[src/rtl/bcd_timer_ctrl.sv]
// Two-digit BCD countdown timer: prescaled count steps under IDLE/RUN/PAUSED/DONE control.
// Optional feature macro: BCD_TIMER_AUTORELOAD_EN (restart from the loaded value instead of stopping at 00).
module bcd_timer_ctrl #(
    parameter int PRESCALE = 50000000
) (
    input  logic       clk,
    input  logic       rst_n,
    input  logic       load,
    input  logic [3:0] load_d,
    input  logic [3:0] load_u,
    input  logic       start,
    input  logic       pause,
    output logic [7:0] D,
    output logic [7:0] U,
    output logic       running,
    output logic       done
);
    localparam int PW = $clog2(PRESCALE);
    localparam logic [PW-1:0] PRESC_LAST = PW'(PRESCALE - 1);

    typedef enum logic [1:0] {IDLE, RUN, PAUSED, DONE} state_t;

    state_t        state;
    logic [3:0]    d;
    logic [3:0]    u;
    logic [PW-1:0] presc;
    logic [3:0]    clamp_d;
    logic [3:0]    clamp_u;
    logic          step_to_zero;
`ifdef BCD_TIMER_AUTORELOAD_EN
    logic [3:0]    reload_d;
    logic [3:0]    reload_u;
    logic          reload_zero;
    logic          at_zero;
`endif

    assign clamp_d      = (load_d > 4'd9) ? 4'd9 : load_d;
    assign clamp_u      = (load_u > 4'd9) ? 4'd9 : load_u;
    assign step_to_zero = (d == 4'd0) && (u == 4'd1);
`ifdef BCD_TIMER_AUTORELOAD_EN
    assign reload_zero  = (reload_d == 4'd0) && (reload_u == 4'd0);
    assign at_zero      = (d == 4'd0) && (u == 4'd0);
`endif

    assign D = {4'b0000, d};
    assign U = {4'b0000, u};

    // Priority is load > pause > start; done is a single-cycle pulse.
    always_ff @(posedge clk or negedge rst_n) begin
        if (!rst_n) begin
            state    <= IDLE;
            d        <= 4'd0;
            u        <= 4'd0;
            presc    <= '0;
            running  <= 1'b0;
            done     <= 1'b0;
`ifdef BCD_TIMER_AUTORELOAD_EN
            reload_d <= 4'd0;
            reload_u <= 4'd0;
`endif
        end else begin
            done <= 1'b0;
            if (load) begin
                state   <= IDLE;
                d       <= clamp_d;
                u       <= clamp_u;
                presc   <= '0;
                running <= 1'b0;
`ifdef BCD_TIMER_AUTORELOAD_EN
                reload_d <= clamp_d;
                reload_u <= clamp_u;
`endif
            end else begin
                case (state)
                    IDLE: begin
                        if (!pause && start) begin
                            presc <= '0;
                            if ((d != 4'd0) || (u != 4'd0)) begin
                                state   <= RUN;
                                running <= 1'b1;
                            end else begin
                                state <= DONE;
                                done  <= 1'b1;
                            end
                        end
                    end
                    RUN: begin
                        if (pause) begin
                            state   <= PAUSED;
                            running <= 1'b0;
                        end else if (presc != PRESC_LAST) begin
                            presc <= presc + 1'b1;
                        end else begin
                            presc <= '0;
`ifdef BCD_TIMER_AUTORELOAD_EN
                            // Sitting at 00 in RUN means the previous step expired: restart.
                            if (at_zero) begin
                                d <= reload_d;
                                u <= reload_u;
                            end else
`endif
                            if (u != 4'd0) begin
                                u <= u - 4'd1;
                            end else if (d != 4'd0) begin
                                u <= 4'd9;
                                d <= d - 4'd1;
                            end
                            if (step_to_zero) begin
                                done <= 1'b1;
`ifdef BCD_TIMER_AUTORELOAD_EN
                                if (reload_zero) begin
                                    state   <= DONE;
                                    running <= 1'b0;
                                end
`else
                                state   <= DONE;
                                running <= 1'b0;
`endif
                            end
                        end
                    end
                    PAUSED: begin
                        if (!pause && start) begin
                            state   <= RUN;
                            running <= 1'b1;
                        end
                    end
                    DONE: begin
                        state <= DONE;
                    end
                    default: begin
                        state   <= IDLE;
                        running <= 1'b0;
                    end
                endcase
            end
        end
    end

endmodule
[config.mk]
export PLATFORM = sky130hd
export DESIGN_NAME = bcd_timer_ctrl
export DESIGN_NICKNAME = d
export VERILOG_FILES = /design/src/rtl/bcd_timer_ctrl.sv
export SDC_FILE = /design/constraint.sdc
export NUM_CORES = 1
export LEC_CHECK = 0
export CAP_MARGIN = 20
export CORE_MARGIN = 2
export CORE_UTILIZATION = 40
export CTS_CLUSTER_DIAMETER = 60
export CTS_CLUSTER_SIZE = 24
export DETAILED_ROUTE_END_ITERATION = 6
export DONT_BUFFER_PORTS = 1
export PLACE_DENSITY_LB_ADDON = 0.05
export SLEW_MARGIN = 20
export SYNTH_ARGS = -nofsm -noshare
export SYNTH_HDL_FRONTEND = slang
export SYNTH_SLANG_ARGS = --single-unit
[constraint.sdc]
create_clock -name clk -period 4.65 [get_ports clk]
set_input_delay 0 -clock clk [delete_from_list [all_inputs] [get_ports clk]]
set_output_delay 0 -clock clk [all_outputs]
set_load 0.05 [all_outputs]
# After elaboration in Yosys (flattened, before gate mapping)
# Index checks and enable logic that the tools add are counted.
# word_totals
regBits	38
in_bits	13
out_inout_bits	18
elab_cells	85
# classes
n_addsub	3
magnitude_cmp	2
eq_ne	14
muxes	42
n_reduce_logical	18
# op_table
op	n
2-to-1 mux 26 bit	4
2-to-1 mux 4 bit	14
one-hot mux 26 bit (2 select lines)	1
adder 26 x 1 -> 26 bit (second input constant)	1
!= test 26 bit (second input constant)	1
2-to-1 mux 2 bit	7
2-to-1 mux 1 bit	13
!= test 3 bit (second input constant)	4
nonzero test 4 bit	3
> comparator 4 bit (second input constant)	2
!= test 4 bit (second input constant)	2
one-hot mux 2 bit (4 select lines)	1
AND reduction 4 bit	2
subtractor 4 x 1 -> 4 bit (second input constant)	2
!= test 2 bit (second input constant)	3
AND reduction 6 bit	1
nonzero test 3 bit	2
AND reduction 5 bit	1
== test 2 bit (second input constant)	2
== test 4 x 1 -> 1 bit (second input constant)	1
zero test 4 bit	1
nonzero test 2 bit	2
one-hot mux 1 bit (3 select lines)	1
AND reduction 3 bit	1
other kinds (6)	7

# Longest topological paths before layout
# logic_depth
depth_word	7
mapped_depth	8
mapped_depth_nobuf	7

# Worst setup path before layout
# Ideal clock, no wire load.
# synth_timing
kind	flip-flop to flip-flop
from	reg presc[16]
to	reg d[3]
setup_ps	124
t_arrival_ps	2256
t_required_ps	4526
setup_slack_ps	2270
path_stages_with_launch	7
path_buffers	1
period_less_slack_ps	2380
path_cell_list	dfrtp_1 -> or4_1 -> or4_1 -> buf_6 -> nor4_4 -> a21boi_2 -> o31a_1
# synth_between
elab_chain_cells	3
# synth_lines
element	line_no	text
start, declared	26	logic [PW-1:0] presc;
start signal, assigned	92	presc <= presc + 1'b1;
!= test 26 bit	91	end else if (presc != PRESC_LAST) begin
!= test 2 bit (no line)	n/a	
AND reduction 5 bit (no line)	n/a	
end signal, assigned	65	d <= clamp_d;
end signal, assigned	106	d <= d - 4'd1;
end, declared	24	logic [3:0] d;
# Every way passes these cells.
# A chain may end at the register's enable or synchronous reset.

# Worst setup path in the final report
# layout_timing
from	reg presc[16]
to	reg presc[23]
# layout_between
elab_chain_cells	5
word_cells_on_any_way	6
# layout_lines
element	line_no	text
adder 26 x 1 -> 26 bit / != test 26 bit (equally long branches)	92, 91	
2-to-1 mux 26 bit *	91	
2-to-1 mux 26 bit *	88	if (pause) begin
one-hot mux 26 bit (2 select lines) *	74	case (state)
2-to-1 mux 26 bit *	63	if (load) begin
# Mark *: on every way between the ends. The rest lies on a longest branch, timed or not. The select of a mux whose other input is x is not followed.

==> impl_summary.md <==
Outcome
The flow ran to the end, and the final reports show no timing, DRC or antenna violations.

Floorplan
Pin placement for this block handled 31 I/O pins. The die is 80.0 µm tall. Row generation in the floorplan step produced 27 rows. The initial cell density of the core is 41.7%. Measured along the x axis, the die boundary spans 80.0 µm. The region available for standard cell placement spans 5540 µm².

The floorplan die area is 6400 µm².

Yosys
The synthesized netlist devotes 17.6% of its cell area to compound gates. The synthesized-area fraction occupied by and/or/nand/nor cells is 28.3%. The average instance in the mapped netlist occupies 8.83 µm². Of the total synthesized cell area, the portion taken by XOR and XNOR cells is 3.03%. The cell count after synthesis came out at 262. The number of flops mapped to enable cells by yosys is 0. The main combinational cell family by area after synthesis is simple AND/OR/NAND/NOR gates. Summing every instance area after synthesis gives 2310 µm². The portion of synthesized area spent on multiplexers is 2.16%.

The fraction of registers with async set or reset after synthesis is 100%. The sequential element share of the synthesized area is 41.1%. After synthesis the netlist holds a flip-flop and latch count of 38.

The count of different cell masters after synthesis is 50. After Yosys synthesis, full adders, half adders and majority gates account for 1.62% of the synthesized area. During synthesis, Yosys emitted a total of 0 warnings. Among all flip-flop cells after synthesis, the most frequent one is sky130_fd_sc_hd__dfrtp_1.

Timing
The final worst slack is 1.61 ns. The worst path needs 3.04 ns of the cycle, external delays included. Dividing the final minimum period by the clock period gives 65.4%. Setup repair after global routing left no endpoint under its margin. Setup total negative slack on the finished layout was measured at 0 ns. The number of pins with negative max-slew slack in the final report is 0. For the pin with the worst max-slew slack, the measured transition is 0.837 ns. The relative max-transition margin is 43.7%. Setup violations remaining at the end of the flow were counted as 0. Static timing analysis puts the maximum clock frequency at 0.329 GHz. The final number of hold-violating endpoints is 0. The clock arrives with 0.00447 ns of skew.

Worst hold path
The min-delay analysis places its worst path in the category input pin to register. The hold path depth is 3.

Setup path
Along the worst path, the maximum fanout reaches 15. The worst setup path is captured at a register. The worst path arrival time is 3.18 ns. The startpoint-to-endpoint class of the critical path is register to register. The number of cells on the worst reg-to-reg path is 5. The data required time of the critical path is 4.79 ns. The worst setup path is launched from a register.

Placement
The total of buffers placed on input and output ports is 0. The detailed placer's ending HPWL is 3.68 mm. The worst setup slack after placement is 1.57 ns.

The final estimated routing congestion in global placement is 0.817.

Global routing
The total track usage is 19.6%. The aggregate global routing overflow is 0. The pin count of the biggest net entering global routing is 39. The via count of the first global-routing pass is 2027. The first global-routing pass estimated 9.83 mm of wire. The number of antenna violations at the first check in global routing is 0.

Finish
The sequential cells in the finished layout cover a total of 951 µm². The final-layout fill cell count is 549. The net count of the finished layout is 290. Of the cells placed in the final design, the portion with a size suffix greater than 1 is 6.93%. 0 antenna diodes ended up in the layout. The synthesis-to-finish area growth is 11.8%. In the final layout, the multi-input gates occupy 1250 µm².

Route
In the routed design, unresolved DRC markers number 0. The length of the first detailed-routing pass in iterations is 5. Dividing the detail-routed via count by the number of cells gives 5.78. The DRC violation total after the first TritonRoute iteration is 123. Dividing the detail-routed wire length by the instance count gives 16.1 µm. In this run the remaining antenna-violating nets after routing total 0. The post-detailed-routing wire length is 5.57 mm. The via total after detailed routing is 2000.

Clock network
After clock tree synthesis, the clock-pin slew on the worst setup and hold paths is 0.07 ns. The H-tree generated during clock tree synthesis spans 2 levels. In this run the post-CTS setup repair buffer count came out at 0.

The number of buffers on the longest clock path is 2. The source-to-sink clock delay at the later pin of the worst-skew pair is 0.29 ns. For this design, the sink count on the clock tree is 38. The CTS tree is yes. The number of buffers added by the clock tree synthesis step is 5. The cell sitting at the root of the clock tree is a sky130_fd_sc_hd__clkbuf_8.

Power and ir drop
For this design the ratio of total power to cell area is 263 nW/µm². Summed over all cells, the static leakage comes to 1.06 nW. VDD sags by at most 0.125 mV.

Job
The number of maximum-capacitance constraint violations is 0.
==> path summary, 6_finish.rpt <==
| check | startpoint | end | slack [ns] |
|---|---|---|---|
| worst max-delay path | presc[16] | presc[23] | 1.61 |
| worst min-delay path | pause | running | 0.02 |
| max in group asynchronous | rst_n | presc[3] | 4.25 |
| worst min register to register | presc[5] | presc[5] | 0.51 |
| worst max register to register | presc[16] | presc[23] | 1.61 |
| min in group asynchronous | rst_n | u[0] | 0.20 |
==> area by class of cell <==
class                      count  share of cell area [%]
multi-input combinational    205                    48.5
sequential                    38                    36.8
timing repair buffer          18                    7.26
tap                           72                    3.48
clock buffer                   5                    2.66
inverter                       6                   0.871
clock inverter                 2                   0.387
==> through the flow <==
step	hold slack, ns	util, %	power, mW	instance area (µm²)	cells
after global placement	-0.295	42.0	0.449	2330	322
final	0.0245	46.7	0.679	2580	346
after floorplan	-0.296	-	0.442	2340	269
after detailed placement	-0.295	42.0	0.450	2330	322
after global routing	0.0481	46.7	0.710	2580	346
after CTS	0.0176	46.7	0.688	2580	346
==> metal layers <==
layer  up-vias  share of wire [%]  GRT usage, %
met4         0                1.3          6.10
li1        980                  -             -
met3         8                4.9          3.96
met5         -                  0             0
met2        55                 46          31.9
met1       957                 48          26.1
==> state kept, by name (all words and copies together), names as in the netlist <==
signal	flops
d	4
done	1
presc	26
running	1
state	2
u	4
==> critical path, cell delays in order (launching register included) <==
cell	delay, ns
sky130_fd_sc_hd__dfrtp_1	0.44
sky130_fd_sc_hd__or4_1	0.53
sky130_fd_sc_hd__or4_1	0.70
sky130_fd_sc_hd__o21a_1	0.43
sky130_fd_sc_hd__nor2_1	0.66
sky130_fd_sc_hd__nor3_1	0.14
==> logic make-up after synthesis <==
kind of cell               after synthesis
muxes                                    5
DFF                                     38
AOI/OAI and AO/OA                       62
and+or+nand+nor                        119
adders and majority gates                3
buffers and inverters                   26
other                                    1
xor gates and xnor gates                 8
==> layout by cell type (no fill, tap or decap), types with 8 or more instances in the layout <==
cell type	instances
sky130_fd_sc_hd__o21ai_0	16
sky130_fd_sc_hd__nor3_1	12
sky130_fd_sc_hd__nand3_1	8
sky130_fd_sc_hd__nor2_1	26
sky130_fd_sc_hd__dfrtp_1	38
sky130_fd_sc_hd__nand2_1	20
sky130_fd_sc_hd__conb_1	8
sky130_fd_sc_hd__nor4_1	10
sky130_fd_sc_hd__and3_1	9
sky130_fd_sc_hd__a31oi_1	12
sky130_fd_sc_hd__dlygate4sd3_1	16
==> power by group <==
group	switching, mW	total [mW]	internal, mW
clock	0.114	0.215	0.101
sequential	0.0388	0.377	0.338
combinational	0.0571	0.0876	0.0306
==> cell usage after synthesis, types with 3 or more instances <==
cell type	instances	area (µm²)
sky130_fd_sc_hd__dfrtp_1	38	951
sky130_fd_sc_hd__nor2_1	26	97.6
sky130_fd_sc_hd__nand2_1	20	75.1
sky130_fd_sc_hd__o21ai_0	16	80.1
sky130_fd_sc_hd__a31oi_1	12	75.1
sky130_fd_sc_hd__nor3_1	12	60.1
sky130_fd_sc_hd__nor4_1	10	62.6
sky130_fd_sc_hd__and3_1	9	56.3
sky130_fd_sc_hd__buf_4	8	60.1
sky130_fd_sc_hd__clkbuf_1	8	30.0
sky130_fd_sc_hd__nand3_1	8	40.0
sky130_fd_sc_hd__a21oi_1	7	35.0
sky130_fd_sc_hd__xnor2_1	7	61.3
sky130_fd_sc_hd__inv_1	6	22.5
sky130_fd_sc_hd__mux2i_1	5	50.1
sky130_fd_sc_hd__nand2b_1	5	31.3
sky130_fd_sc_hd__nand4_1	5	31.3
sky130_fd_sc_hd__nor2b_1	4	25.0
sky130_fd_sc_hd__nor3b_1	4	30.0
sky130_fd_sc_hd__or4_1	4	30.0
sky130_fd_sc_hd__a22o_1	3	26.3
sky130_fd_sc_hd__ha_1	3	37.5
sky130_fd_sc_hd__nor4b_1	3	26.3
sky130_fd_sc_hd__o211ai_1	3	22.5
sky130_fd_sc_hd__o21a_1	3	22.5
==> timing repair <==
item | in CTS | in global routing
hold buffers | 17 | 0
resized for setup | 0 | 0
endpoints found under the hold margin | 50 | 0
Power figures use the tool's default switching activity.
